[src/rtl/bl_scan_ctrl_if.sv]
// Bitline scan sequencer bus: request/abort inputs and
// the enable/address/status outputs to the mux stage.
interface bl_scan_ctrl_if;
    logic       Start;
    logic       Abort;
    logic       Single;
    logic [2:0] Addr_in;
    logic       EN_out;
    logic       A2_out;
    logic       A1_out;
    logic       A0_out;
    logic       Busy;
    logic       Done;
    logic       Aborted;

    modport master (
        output Start, Abort, Single, Addr_in,
        input  EN_out, A2_out, A1_out, A0_out,
        input  Busy, Done, Aborted
    );

    modport slave (
        input  Start, Abort, Single, Addr_in,
        output EN_out, A2_out, A1_out, A0_out,
        output Busy, Done, Aborted
    );
endinterface

[src/rtl/bl_scan_ctrl.sv]
// Bitline scan sequencer: setup/dwell/hold/gap per address.
// Optional BL_SCAN_LOOP_EN makes full scans repeat until Abort.
module bl_scan_ctrl #(
    parameter int FIRST_ADDR = 0,
    parameter int LAST_ADDR  = 7,
    parameter int DWELL      = 4,
    parameter int GAP        = 1
) (
    input  logic          Clk,
    input  logic          Reset,
    bl_scan_ctrl_if.slave bus
);

    localparam logic [2:0] FIRST_A  = 3'(FIRST_ADDR);
    localparam logic [2:0] LAST_A   = 3'(LAST_ADDR);
    localparam logic [7:0] DWELL_M1 = 8'(DWELL - 1);
    localparam bit         HAS_GAP  = (GAP > 0);
    localparam logic [7:0] GAP_M1   = HAS_GAP ? 8'(GAP - 1) : 8'd0;

    typedef enum logic [2:0] {
        S_IDLE, S_SETUP, S_DWELL, S_HOLD,
        S_GAP, S_DONE, S_ABORT
    } state_e;

    state_e     state_q, state_d;
    logic [2:0] addr_q, addr_d, nxt_addr;
    logic [7:0] cnt_q, cnt_d;
    logic       single_q, single_d;
    logic       finish, pass_done, working;

    logic       en_q, en_d;
    logic [2:0] a_q, a_d;
    logic       busy_q, busy_d;
    logic       done_q, done_d;
    logic       aborted_q, aborted_d;

    always_comb begin
        state_d  = state_q;
        addr_d   = addr_q;
        cnt_d    = cnt_q;
        single_d = single_q;
`ifdef BL_SCAN_LOOP_EN
        nxt_addr  = (addr_q == LAST_A) ? FIRST_A
                                       : addr_q + 3'd1;
        finish    = single_q;
        pass_done = (addr_q == LAST_A) && !single_q;
`else
        nxt_addr  = addr_q + 3'd1;
        finish    = single_q || (addr_q == LAST_A);
        pass_done = 1'b0;
`endif
        working = state_q inside {S_SETUP, S_DWELL,
                                  S_HOLD, S_GAP};

        unique case (state_q)
            S_IDLE: begin
                if (bus.Start) begin
                    state_d  = S_SETUP;
                    single_d = bus.Single;
                    addr_d   = bus.Single ? bus.Addr_in
                                          : FIRST_A;
                end
            end
            S_SETUP: begin
                state_d = S_DWELL;
                cnt_d   = DWELL_M1;
            end
            S_DWELL: begin
                if (cnt_q == 8'd0) state_d = S_HOLD;
                else               cnt_d   = cnt_q - 8'd1;
            end
            S_HOLD: begin
                if (finish) begin
                    state_d = S_DONE;
                end else if (HAS_GAP) begin
                    state_d = S_GAP;
                    cnt_d   = GAP_M1;
                end else begin
                    state_d = S_SETUP;
                    addr_d  = nxt_addr;
                end
            end
            S_GAP: begin
                if (cnt_q == 8'd0) begin
                    state_d = S_SETUP;
                    addr_d  = nxt_addr;
                end else begin
                    cnt_d = cnt_q - 8'd1;
                end
            end
            S_DONE, S_ABORT: begin
                state_d = S_IDLE;
                addr_d  = 3'd0;
            end
            default: begin
                state_d = S_IDLE;
                addr_d  = 3'd0;
            end
        endcase

        // Abort beats every other transition out of an active state
        if (bus.Abort && working) begin
            state_d = S_ABORT;
            addr_d  = addr_q;
            cnt_d   = cnt_q;
        end

        en_d      = (state_d == S_DWELL);
        a_d       = (state_d == S_IDLE) ? 3'd0 : addr_d;
        busy_d    = (state_d != S_IDLE);
        aborted_d = (state_d == S_ABORT);
        done_d    = (state_d == S_DONE) ||
                    (state_q == S_HOLD && state_d != S_ABORT &&
                     pass_done);
    end

    always_ff @(posedge Clk) begin
        if (Reset) begin
            state_q   <= S_IDLE;
            addr_q    <= 3'd0;
            cnt_q     <= 8'd0;
            single_q  <= 1'b0;
            en_q      <= 1'b0;
            a_q       <= 3'd0;
            busy_q    <= 1'b0;
            done_q    <= 1'b0;
            aborted_q <= 1'b0;
        end else begin
            state_q   <= state_d;
            addr_q    <= addr_d;
            cnt_q     <= cnt_d;
            single_q  <= single_d;
            en_q      <= en_d;
            a_q       <= a_d;
            busy_q    <= busy_d;
            done_q    <= done_d;
            aborted_q <= aborted_d;
        end
    end

    assign bus.EN_out  = en_q;
    assign bus.A2_out  = a_q[2];
    assign bus.A1_out  = a_q[1];
    assign bus.A0_out  = a_q[0];
    assign bus.Busy    = busy_q;
    assign bus.Done    = done_q;
    assign bus.Aborted = aborted_q;

endmodule

[src/flat_wrapper.sv]
// flat-port wrapper written by rule: the top's interface ports become plain ports
module bl_scan_ctrl_flat 
#(
    parameter int FIRST_ADDR = 0,
    parameter int LAST_ADDR  = 7,
    parameter int DWELL      = 4,
    parameter int GAP        = 1
)
  (Clk, Reset, bus_Start, bus_Abort, bus_Single, bus_Addr_in, bus_EN_out, bus_A2_out, bus_A1_out, bus_A0_out, bus_Busy, bus_Done, bus_Aborted);
  bl_scan_ctrl_if bus_i ();
  input  logic Clk;
  input  logic Reset;
  input wire logic [$bits(bus_i.Start)-1:0] bus_Start;
  input wire logic [$bits(bus_i.Abort)-1:0] bus_Abort;
  input wire logic [$bits(bus_i.Single)-1:0] bus_Single;
  input wire logic [$bits(bus_i.Addr_in)-1:0] bus_Addr_in;
  output wire logic [$bits(bus_i.EN_out)-1:0] bus_EN_out;
  output wire logic [$bits(bus_i.A2_out)-1:0] bus_A2_out;
  output wire logic [$bits(bus_i.A1_out)-1:0] bus_A1_out;
  output wire logic [$bits(bus_i.A0_out)-1:0] bus_A0_out;
  output wire logic [$bits(bus_i.Busy)-1:0] bus_Busy;
  output wire logic [$bits(bus_i.Done)-1:0] bus_Done;
  output wire logic [$bits(bus_i.Aborted)-1:0] bus_Aborted;
  assign bus_i.Start = bus_Start;
  assign bus_i.Abort = bus_Abort;
  assign bus_i.Single = bus_Single;
  assign bus_i.Addr_in = bus_Addr_in;
  assign bus_EN_out = bus_i.EN_out;
  assign bus_A2_out = bus_i.A2_out;
  assign bus_A1_out = bus_i.A1_out;
  assign bus_A0_out = bus_i.A0_out;
  assign bus_Busy = bus_i.Busy;
  assign bus_Done = bus_i.Done;
  assign bus_Aborted = bus_i.Aborted;
  bl_scan_ctrl #(.FIRST_ADDR(FIRST_ADDR), .LAST_ADDR(LAST_ADDR), .DWELL(DWELL), .GAP(GAP)) u_core (.Clk(Clk), .Reset(Reset), .bus(bus_i));
endmodule
[config.mk]
export PLATFORM = sky130hd
export DESIGN_NAME = bl_scan_ctrl_flat
export DESIGN_NICKNAME = d
export VERILOG_FILES = /design/src/rtl/bl_scan_ctrl_if.sv /design/src/rtl/bl_scan_ctrl.sv /design/src/flat_wrapper.sv
export SDC_FILE = /design/constraint.sdc
export NUM_CORES = 1
export LEC_CHECK = 0
export BUFFER_PORTS_ARGS = -buffer_cell sky130_fd_sc_hd__buf_4
export CORE_MARGIN = 4
export CORE_UTILIZATION = 40
export CTS_BUF_LIST = sky130_fd_sc_hd__clkbuf_8
export DETAILED_ROUTE_END_ITERATION = 6
export GPL_TIMING_DRIVEN = 0
export PLACE_DENSITY_LB_ADDON = 0.2
export SETUP_SLACK_MARGIN = 0.02
export SYNTH_ARGS = -nofsm -noshare
export SYNTH_HDL_FRONTEND = slang
export SYNTH_SLANG_ARGS = --single-unit
[constraint.sdc]
create_clock -name Clk -period 2.2 [get_ports Clk]
set_input_delay 0.44 -clock Clk [delete_from_list [all_inputs] [get_ports Clk]]
set_output_delay 0.44 -clock Clk [all_outputs]
set_load 0.1 [all_outputs]
; ---- Word level (Yosys, flattened, before mapping)
; Cells that the tools add are included.
[totals]
ff_bits = 22
in_bits = 8
output_inout_bits = 7
elab_cells = 49
[classes]
addsub = 2
eq_ne = 10
n_mux = 14
bitwise = 1
reduce_logical = 13
[ops]
columns = operator, count
row1 = $mux W3, 8
row2 = $pmux W8 S3, 1
row3 = $mux W8, 2
row4 = $pmux W3 S5, 1
row5 = $eq A3 B3 Y1 const B, 4
row6 = $eq A3 B2 Y1 const B, 3
row7 = $pmux W3 S3, 1
row8 = $logic_not A8 Y1, 1
row9 = $sub A8 B1 Y8 const B, 1
row10 = $logic_not A3 Y1, 2
row11 = $reduce_bool A3 Y1, 2
row12 = $ne A2 B2 Y1 const B, 2
row13 = $reduce_and A4 Y1, 1
row14 = $reduce_bool A4 Y1, 1
row15 = $reduce_or A2 Y1, 2
row16 = $add A3 B1 Y3 const B, 1
row17 = $eq A3 B1 Y1 const B, 1
row18 = $reduce_or A3 Y1, 1
row19 = $reduce_and A2 Y1, 1
row20 = $logic_and A1 B1 Y1, 1
row21 = $logic_or A1 B1 Y1, 1
row22 = $mux W1, 1
row23 = $not A1 Y1, 1

; ---- Logic depth before layout (Yosys ltp)
[depth]
ltp_word = 7
depth_mapped = 7
ltp_nobuf = 6

; ---- Worst setup path before layout
; OpenSTA, ideal clock, no wires.
[synth_path]
path_type = reg-to-reg
from = register u_core.addr_q[0]
to = register u_core.cnt_q[0]
setup_time_ns = 0.071
arrival_ns = 1.989
required_ns = 2.129
slack_ns = 0.140
path_stages_with_launch = 8
path_buffers = 1
synth_period_minus_slack_ns = 2.060
path_cell_list = dfxtp_1 > ha_1 > ha_1 > or2_1 > a2111o_1 > buf_2 > or4_1 > a21oi_1
[synth_between]
elab_chain_len = 4
[synth_lines]
columns = item, line
row1 = start: declaration, bl_scan_ctrl.sv:26  ; logic [2:0] addr_q, addr_d, nxt_addr;
row2 = start signal: assignment, bl_scan_ctrl.sv:130  ; addr_q <= addr_d;
row3 = $eq A3 B3 Y1, bl_scan_ctrl.sv:49  ; finish = single_q || (addr_q == LAST_A);
row4 = $logic_or A1 B1 Y1, bl_scan_ctrl.sv:49
row5 = $ne A2 B2 Y1 (no source line), n/a
row6 = $reduce_and A4 Y1 (no source line), n/a
row7 = end signal: assignment, bl_scan_ctrl.sv:131  ; cnt_q <= cnt_d;
row8 = end: declaration, bl_scan_ctrl.sv:27  ; logic [7:0] cnt_q, cnt_d;
; Every way passes these cells.
; A chain may end at the register's enable or synchronous reset.

; ---- Worst setup path after layout
; Same ends and word-level chain as after synthesis.

==> reports/summary.txt <==
Clk_skew -> 3.00 ps
Number of global-route vias before repair -> 1018
Hold depth -> 2
PortBufs -> 13
Syn Area/Cell -> 9.22 sq um
Most common cell after layout, fill and taps aside -> dfxtp_1
Hold Crit Start -> Reset
Effective utilization at floorplan -> 43.3%
Fin crit share -> 98.5%
Tmin final -> 2170 ps
Die Ht -> 63.6 um
Sequential area share after synthesis -> 35.7%
H-Tree Depth -> 1
Critical path required time -> 2330 ps
Vias per std cell -> 5.86
Area grow syn2layout -> 30.1%
First-pass GRT wire length -> 4730 um
Top FF cell, synth -> dfxtp_1
Synth area leader -> dfxtp_1
MaxCap Viol Count -> 0
Hold worst-path end -> u_core.state_q[1]
Share of cells above drive strength 1 -> 36.7%
CP Buf/Inv Count -> 2
Mapped Cells -> 134
Ys async rst share -> 0%
Max clock buf depth -> 2
Most used cell, CP -> ha_4
TritonRoute pass-1 iters -> 4
Worst-path clk slew -> 80 ps
Worst path max stage delay -> 480 ps
CP Class -> flop to flop
Met3 Routed Length -> 69 um
Reg-to-reg startpoint -> u_core.addr_q[0]
Outcome -> finished, final reports clean
Global placement routability congestion -> 0.868
Final net count -> 171
CTS sink count -> 22
Critical path cell sequence -> ha_4, ha_4, or2_1, a2111o_1, buf_6, buf_4, o31ai_2, a21oi_1
Ant. Diodes -> 0
CTS tree -> yes
Grt ovf -> 0
WL/cell -> 15.9 um
Full die area -> 4040 sq um
Top post-synthesis cells by area -> dfxtp_1 36%, ha_1 4.1%, mux2i_1 3.2%
RSZ-0062 raised after global routing -> yes
Dpl cells -> 178
Top layer in use -> met4
Fin cells -> 189
I/O pins -> 15
Final WL -> 3000 um
Core Area -> 2850 sq um
Worst-path fanout max -> 6
Slew headroom -> 57.8%
Die Wd -> 63.6 um
Top delay family on crit path -> compound AO/OA/AOI/OAI gates
Clock Latency Late Sink -> 260 ps
Actual slew at the worst max-slew pin -> 631 ps
Final Instance Area -> 1610 sq um
Startpoint types -> flop
Synth unique cells -> 44
Met1 WL -> 1490 um
HPWL after detailed placement -> 2090 um
Vias post-DR -> 1107
Rows -> 19
Hold Vio Cnt, Final -> 0
Yosys reg bits -> 22
Count of pins over their slew limit -> 0
Ys Warns -> 0
Share of the synthesized area in the top cell type -> 35.7%
Initial DRC Count -> 36
Total CTS buffers -> 3
Post-route DRC -> 0
RR Endpoint -> u_core.cnt_q[0]
Worst path slowest cell -> a2111o_1
Syn_nets -> 146
HP Class -> input port to flop
R2R Setup Slk -> 30 ps
Most frequent cells in the layout -> 20 x dfxtp_1, 18 x buf_4, 9 x nor2_1
GRT Total Usage -> 14.6%
Met2 WL post-DR -> 1410 um
Initial antenna violation count -> 0
Reg2reg path depth -> 8
Placed cell areas -> 1370 sq um
FILL cells -> 253
Routed Antenna Nets -> 0
WP depth -> 8
Largest net degree at the start of global routing -> 13
Fmax achieved -> 461 MHz
Setup Viol. Count Final -> 0
Worst setup EP type -> flop
Mapped cell area -> 1230 sq um
Arr. time, crit path -> 2300 ps
Number of flops mapped to enable cells by yosys -> 0
Clk root buf -> clkbuf_8
==> flip-flops by register name, indices dropped and copies added (netlist names) <==
signal,cells
u_core.bus.Busy,1
u_core.state_q,3
u_core.addr_q,3
u_core.a_q,3
u_core.bus.Aborted,1
u_core.single_q,1
u_core.bus.Done,1
u_core.cnt_q,8
u_core.bus.EN_out,1
==> layer usage <==
| metal | GRT usage [%] | vias up |
|---|---|---|
| met5 | 0 | - |
| met4 | 6.20 | 0 |
| met3 | 1.95 | 5 |
| met2 | 22.4 | 16 |
| met1 | 20.2 | 525 |
| li1 | - | 561 |
==> worst max path at each step <==
stage,slack (ps),start,endpoint
5_1_grt,-40,u_core.addr_q[0],u_core.cnt_q[0]
3_3_place_gp,0.7,u_core.addr_q[0],u_core.cnt_q[5]
6_report,30,u_core.addr_q[0],u_core.cnt_q[0]
2_1_floorplan,140,u_core.addr_q[0],u_core.cnt_q[0]
4_1_cts,40,u_core.addr_q[0],u_core.cnt_q[0]
3_5_place_dp,-5,u_core.addr_q[0],u_core.cnt_q[0]
==> cell type report <==
class	count	area, sq um	area share [%]
tap	31	38.8	2.41
clock buffer	4	55.1	3.43
inverter	3	11.3	0.701
sequential	22	443	27.6
timing repair buffer	20	175	10.9
multi-input combinational	102	838	52.2
buffer	7	45.0	2.80
==> per-stage QoR <==
step	setup TNS [ps]	setup slack, ps	util, %	hold WS, ps
4_1_cts	0	39.4	50.1	416
6_report	0	32.7	56.3	410
3_5_place_dp	-4.83	-4.83	48.1	495
5_1_grt	-49.8	-39.3	56.3	425
3_3_place_gp	0	0.672	48.1	481
2_1_floorplan	0	140	-	461
==> repair_timing <==
item	in CTS	in global routing
endpoints found under the setup margin	4	15
gates resized for setup	1	24
buffers inserted	0	7
pin swaps	1	7
hold buffers	0	0
==> synthesized netlist by cell type, types with 2 or more instances <==
| cell type | count |
|---|---|
| or3b_2 | 4 |
| buf_2 | 4 |
| mux2i_1 | 4 |
| nand2b_1 | 2 |
| a22oi_1 | 3 |
| ha_1 | 4 |
| or4_1 | 4 |
| nor3b_1 | 2 |
| clkbuf_1 | 2 |
| o31ai_1 | 4 |
| and4_1 | 2 |
| nand3_1 | 3 |
| a21oi_1 | 7 |
| nand3b_1 | 4 |
| dfxtp_1 | 22 |
| a21o_1 | 2 |
| nor3_1 | 3 |
| nand2_1 | 7 |
| or3_2 | 2 |
| and3_1 | 3 |
| o21ai_0 | 5 |
| inv_1 | 3 |
| o21ba_2 | 2 |
| nor2b_1 | 2 |
| a211oi_1 | 2 |
| nor4b_1 | 3 |
| nor2_1 | 9 |
| a2111o_1 | 2 |
| nor4_1 | 3 |
==> cell families after synthesis <==
logic type | count (synthesis) | synth area share, %
adder cells (fa/ha/maj) | 4 | 4.05
AO/OA/AOI/OAI | 31 | 18.5
buffers and inverters | 10 | 4.05
multiplexers | 4 | 3.24
flip-flops | 22 | 35.7
AND/OR/NAND/NOR | 62 | 33.7
XOR/XNOR | 1 | 0.709
==> worst reg2reg max path, cell delays in order, from the launching register on <==
cell      delay, ps
dfxtp_2         350
ha_4            160
ha_4            140
or2_1           250
a2111o_1        480
buf_6           160
buf_4           160
o31ai_2         230
a21oi_1          90
Power is left out: the tool's default activity adds up to more than one toggle a clock period on the data nets, which glitch-free logic cannot reach.
